<file path="config.mk">
export PLATFORM = sky130hd
export DESIGN_NAME = reset_sequencer
export DESIGN_NICKNAME = d
export VERILOG_FILES = /design/src/rtl/reset_sequencer_pkg.sv /design/src/rtl/reset_seq_down_counter.sv /design/src/rtl/reset_sequencer.sv
export SDC_FILE = /design/constraint.sdc
export NUM_CORES = 1
export LEC_CHECK = 0
export BUFFER_PORTS_ARGS = -buffer_cell sky130_fd_sc_hd__buf_2
export CORE_MARGIN = 3
export CORE_UTILIZATION = 53
export CTS_CLUSTER_DIAMETER = 150
export DETAILED_ROUTE_END_ITERATION = 12
export PLACE_DENSITY = 0.82
export SLEW_MARGIN = 20
export SYNTH_ARGS = -nofsm -noshare
export SYNTH_HDL_FRONTEND = slang
export SYNTH_SLANG_ARGS = --single-unit
</file>
<file path="constraint.sdc">
create_clock -name clk -period 2 [get_ports clk]
set_clock_uncertainty 0.15 [all_clocks]
set_input_delay 0.4 -clock clk [delete_from_list [all_inputs] [get_ports clk]]
set_output_delay 0.4 -clock clk [all_outputs]
set_load 0.02 [all_outputs]
</file>
<file path="src/rtl/reset_sequencer_pkg.sv">
// Shared types and sizing helpers for the staged reset sequencer.
package reset_sequencer_pkg;

    typedef enum logic [1:0] {
        ST_IDLE    = 2'd0,
        ST_ASSERT  = 2'd1,
        ST_RELEASE = 2'd2,
        ST_DONE    = 2'd3
    } state_e;

    // Index width for n domains; a single domain still needs one bit.
    function automatic int unsigned idx_width(input int unsigned n);
        return (n > 32'd1) ? unsigned'($clog2(n)) : 32'd1;
    endfunction

    localparam int unsigned DEF_NUM_DOMAINS = 4;
    localparam int unsigned DEF_IDX_W       = idx_width(DEF_NUM_DOMAINS);

endpackage

</file>
<file path="src/rtl/reset_seq_down_counter.sv">
// Load/decrement counter that saturates at zero and flags when it is empty.
module reset_seq_down_counter #(
    parameter int unsigned CNT_W   = 8,
    parameter int unsigned RST_VAL = 0
) (
    input  logic             clk,
    input  logic             rst,
    input  logic             load,
    input  logic [CNT_W-1:0] load_val,
    input  logic             dec,
    output logic             zero_c
);

    logic [CNT_W-1:0] count_q;
    logic [CNT_W-1:0] count_d;

    always_comb begin
        count_d = count_q;
        if (load) begin
            count_d = load_val;
        end else if (dec && (count_q != '0)) begin
            count_d = count_q - CNT_W'(1);
        end
    end

    always_ff @(posedge clk) begin
        if (rst) begin
            count_q <= CNT_W'(RST_VAL);
        end else begin
            count_q <= count_d;
        end
    end

    assign zero_c = (count_q == '0);

endmodule

</file>
<file path="src/rtl/reset_sequencer.sv">
// Drives per-domain resets: assert a masked set, hold, then release in index order.
module reset_sequencer
    import reset_sequencer_pkg::*;
#(
    parameter int unsigned NUM_DOMAINS   = DEF_NUM_DOMAINS,
    parameter int unsigned ASSERT_CYCLES = 16,
    parameter int unsigned STAGE_GAP     = 4,
    parameter int unsigned CNT_W         = 8
) (
    input  logic                   clk,
    input  logic                   rst,
    input  logic                   req_valid,
    output logic                   req_ready,
    input  logic [NUM_DOMAINS-1:0] req_mask,
    output logic [NUM_DOMAINS-1:0] dom_rst,
    output logic                   busy,
    output logic                   done
);

    localparam int unsigned IDX_W = idx_width(NUM_DOMAINS);

    state_e                 state_q, state_d;
    logic [NUM_DOMAINS-1:0] dom_rst_q, dom_rst_d;
    logic [NUM_DOMAINS-1:0] mask_q, mask_d;
    logic [IDX_W-1:0]       idx_q, idx_d;
    logic                   req_ready_q, req_ready_d;
    logic                   busy_q, busy_d;
    logic                   done_q, done_d;

    logic cnt_load, cnt_dec, cnt_zero_c;
    logic gap_load, gap_dec, gap_zero_c;
    logic [CNT_W-1:0] gap_val;

    reset_seq_down_counter #(
        .CNT_W  (CNT_W),
        .RST_VAL(ASSERT_CYCLES - 1)
    ) u_assert_cnt (
        .clk     (clk),
        .rst     (rst),
        .load    (cnt_load),
        .load_val(CNT_W'(ASSERT_CYCLES - 1)),
        .dec     (cnt_dec),
        .zero_c  (cnt_zero_c)
    );

    reset_seq_down_counter #(
        .CNT_W  (CNT_W),
        .RST_VAL(0)
    ) u_gap_cnt (
        .clk     (clk),
        .rst     (rst),
        .load    (gap_load),
        .load_val(gap_val),
        .dec     (gap_dec),
        .zero_c  (gap_zero_c)
    );

    always_comb begin
        state_d   = state_q;
        dom_rst_d = dom_rst_q;
        mask_d    = mask_q;
        idx_d     = idx_q;
        cnt_load  = 1'b0;
        cnt_dec   = 1'b0;
        gap_load  = 1'b0;
        gap_dec   = 1'b0;
        gap_val   = '0;

        case (state_q)
            ST_IDLE: begin
                if (req_valid) begin
                    mask_d = req_mask;
                    if (req_mask == '0) begin
                        state_d = ST_DONE;
                    end else begin
                        dom_rst_d = dom_rst_q | req_mask;
                        cnt_load  = 1'b1;
                        state_d   = ST_ASSERT;
                    end
                end
            end
            ST_ASSERT: begin
                if (cnt_zero_c) begin
                    state_d  = ST_RELEASE;
                    idx_d    = '0;
                    gap_load = 1'b1;
                end else begin
                    cnt_dec = 1'b1;
                end
            end
            ST_RELEASE: begin
                // Unmasked slots still burn their gap so timing is mask-independent.
                if (gap_zero_c) begin
                    if (mask_q[idx_q]) begin
                        dom_rst_d[idx_q] = 1'b0;
                    end
                    if (idx_q == IDX_W'(NUM_DOMAINS - 1)) begin
                        state_d = ST_DONE;
                    end else begin
                        idx_d    = idx_q + IDX_W'(1);
                        gap_load = 1'b1;
                        gap_val  = CNT_W'(STAGE_GAP - 1);
                    end
                end else begin
                    gap_dec = 1'b1;
                end
            end
            ST_DONE: begin
                state_d = ST_IDLE;
            end
            default: begin
                state_d = ST_IDLE;
            end
        endcase

        req_ready_d = (state_d == ST_IDLE);
        busy_d      = (state_d != ST_IDLE);
        done_d      = (state_d == ST_DONE);
    end

    always_ff @(posedge clk) begin
        if (rst) begin
            state_q     <= ST_ASSERT;
            dom_rst_q   <= '1;
            mask_q      <= '1;
            idx_q       <= '0;
            req_ready_q <= 1'b0;
            busy_q      <= 1'b1;
            done_q      <= 1'b0;
        end else begin
            state_q     <= state_d;
            dom_rst_q   <= dom_rst_d;
            mask_q      <= mask_d;
            idx_q       <= idx_d;
            req_ready_q <= req_ready_d;
            busy_q      <= busy_d;
            done_q      <= done_d;
        end
    end

    assign req_ready = req_ready_q;
    assign dom_rst   = dom_rst_q;
    assign busy      = busy_q;
    assign done      = done_q;

endmodule

</file>
==> summary.txt <==
Die
  – Die X: about 63 microns
  – IO Pins: 14
  – Initial Util: 0.562
  – Die area: 3980 sq um
  – Number of cell rows: 20
  – Die Y-Extent: about 63 microns
  – Core Area: 3080 sq um

Placed design
  – GPL Wtd Cong: 0.881
  – Post-detail-place hpwl: 2950 microns
  – I/O Buffers: 13
  – Post-Place Cell Area: 1960 sq um
  – Number of instances in the placed design: 268

Flow run
  – Max-cap violations: 0

Logic synthesis
  – Top-count cell post-synth: dfxtp_1
  – Largest family of logic cells by synthesized area: simple AND/OR/NAND/NOR gates
  – Synthesized instance count: 199
  – Commonest cells in the synthesized netlist: dfxtp_1, nor2_1, nand2_1, a21oi_1, ha_1
  – Mux contribution to synthesized area: 0.0174
  – Synthesized Nets: 217
  – Post-Synth Adder-Cell Area: 0.0796
  – Synth top area cells: dfxtp_1, ha_1, nor2_1
  – Syn avg cell area: between 8 and 9 sq um
  – Synth area leader: dfxtp_1
  – Post-synth cell types: 50
  – Post-synthesis register bit count: 31
  – Synth top area share: 0.359
  – Post-synth EDFFs: 0
  – Post-Synth XOR/XNOR Area: 0.0557
  – Ys flop type: dfxtp_1
  – Share of flip-flops with an asynchronous set or reset: 0
  – Simple-Gate Fraction of Synth Area: 0.263
  – Seq/Total Area, Yosys: 0.359
  – Synth Area in Compound Gates: 0.184
  – Synth Cell Area: between 1500 and 2000 sq um
  – Synth warn: 0

Drt
  – Routed len/inst: 15.0 microns
  – DRC: 0
  – Via count: between 1500 and 2000
  – First-pass DRT Iterations: 4
  – Routed Antenna Nets: 0
  – Final wirelength: ~4100 microns
  – Starting DRT DRC Count: 95
  – Vias/cell: 5.82

CTS
  – CTS tree: done
  – Total CTS buffers: 5
  – Clock Latency Late Sink: roughly 0.33 ns
  – CTS H-tree lvls: 2
  – Setup repair bufs after CTS: 0
  – CTS root buf: clkbuf_4
  – Clock transition at path regs: 0.10 ns
  – Clock buffer depth: 2
  – # hold bufs at CTS: 0
  – Clock tree sinks: 31

Global route
  – Vias in the first global route: 1540
  – First-pass GRT wire length: 7110 microns
  – Grt total ovfl: 0
  – Initial antenna violation count: 0
  – GRT Util Overall: 0.225
  – Largest net degree at the start of global routing: 19

Pwr
  – Clock power share: 0.241
  – Lkg Pwr: 0.824 nW
  – Total power: between 0.002 and 0.0025 W
  – Psw: between 0.0007 and 0.0008 W
  – Switch share: 0.363
  – Flop pwr share: 0.356
  – Maximum vdd drop: 0.846 mV
  – Combinational power share: 0.403
  – Internal power: 0.00137 W
  – Pwr per Cell Area: 1020 nW/um^2

Setup path
  – Crit. End Element: flop
  – Worst setup SP type: flop
  – Crit path DAT: approximately 2 ns
  – Worst path required time: 2.08 ns
  – CP Class: reg -> reg
  – Critical path peak fanout: 4

Layout
  – Nets: 249
  – Diodes inserted: 0
  – Synth-to-layout area growth: 22.5%
  – Fin cells: roughly 280
  – Cell area after layout: approximately 2100 sq um
  – Share of cells above drive strength 1: 0.302

STA
  – Setup TNS: 0 ns
  – Fin. max-slew vios: 0
  – Fmax: 519 MHz
  – Rel. slew slack: 0.677
  – Final min period: around 1.9 ns
  – Slew @ Worst Pin: slightly below 0.5 ns
  – Finish-stage setup viols: 0
  – Final Cycle Share: 0.964
  – Hold Vio Cnt, Final: 0
  – Setup repair after global routing missed its margin: yes

Outcome
  – Status: finished, final reports clean

Hold path
  – Worst Hold Class: in -> reg
## per-layer routing
layer  vias to the layer above  global-route usage  part of all wire
met1                       772               0.305              0.46
li1                        787                   -                 -
met5                         -                   0                 0
met4                         0              0.0964             0.013
met2                        40               0.344              0.48
met3                         7              0.0499             0.044
## metrics by stage
step           utilization  hold slack, ns  setup WS (ns)
2_1_floorplan            -           0.265        0.00192
3_3_place_gp         0.638           0.280         0.0239
3_5_place_dp         0.638           0.286        -0.0246
4_1_cts              0.670           0.155        0.00512
5_1_grt              0.688           0.172        -0.0193
6_report             0.688           0.161         0.0720
## path summary, 6_finish.rpt
check / end / cells past startpoint / slack (ns) / startpoint
max reg2reg: u_assert_cnt.count_q[2] / 7 / 0.07 / u_assert_cnt.count_q[1]
min: mask_q[2] / 3 / 0.16 / req_mask[2]
min reg2reg: mask_q[0] / 2 / 0.30 / mask_q[0]
max: u_assert_cnt.count_q[2] / 7 / 0.07 / u_assert_cnt.count_q[1]
## final cells by class
type                            count  area [sq um]
Multi-Input combinational cell    151          1110
Inverter                           10          37.5
Timing Repair Buffer               32           208
Clock buffer                        6          51.3
Fill cell                         242           960
Tap cell                           44          55.1
Sequential cell                    31           624
Clock inverter                      2          35.0
## placed cells by master (no fill, tap or decap), types with 3 or more instances in the layout
cell type  synthesis  final
dfxtp_1           31     28
nor2_1            21     21
buf_4              1     19
nand2_1           18     18
buf_2              3     13
a21oi_1           12     12
inv_1             10      7
ha_1              11      7
xnor2_1            6      6
o21ai_0            5      5
xor2_1             5      5
clkbuf_4           0      5
nor2b_1            4      4
a211oi_1           6      4
or2_2              4      4
nor3_1             4      4
inv_2              0      3
nand3_1            3      3
mux2i_1            3      3
nand4b_1           3      3
a211o_1            3      3
o211ai_1           3      3
dfxtp_2            0      3
## power by group through the flow
stage	logic [W]	registers [W]	clock network [W]
after global routing	0.000957	0.000780	0.000548
final	0.000867	0.000766	0.000518
after global placement	0.000795	0.000767	0
after detailed placement	0.000807	0.000769	0
after CTS	0.000821	0.000756	0.000526
after floorplan	0.000509	0.000797	0
## what timing repair did
action,CTS,global route
endpoints found under the setup margin,4,18
pin swaps,1,3
gates resized for setup,3,15
## worst max-delay path: stages (launching register included)
cell	delay (ns)
dfxtp_1	0.34
inv_1	0.08
ha_1	0.16
or3b_2	0.46
buf_4	0.16
o211ai_1	0.23
xor2_1	0.17
nand2_1	0.06
## flip-flops by register name, indices dropped and copies added, names as in the netlist
name and flops:
mask_q 4, idx_q 2, u_gap_cnt.count_q 8, dom_rst 4, u_assert_cnt.count_q 8, busy 1
req_ready 1, state_q 2, done 1
## logic make-up (layout without fill, tap and decap cells)
group / after synthesis / count (layout)
buffers and inverters: 17 / 50
adder cells (fa/ha/maj): 11 / 11
XOR/XNOR: 11 / 11
AND/OR/NAND/NOR: 82 / 82
AO/OA/AOI/OAI: 44 / 44
flip-flops: 31 / 31
multiplexers: 3 / 3
(Power assumes the default switching activity.)
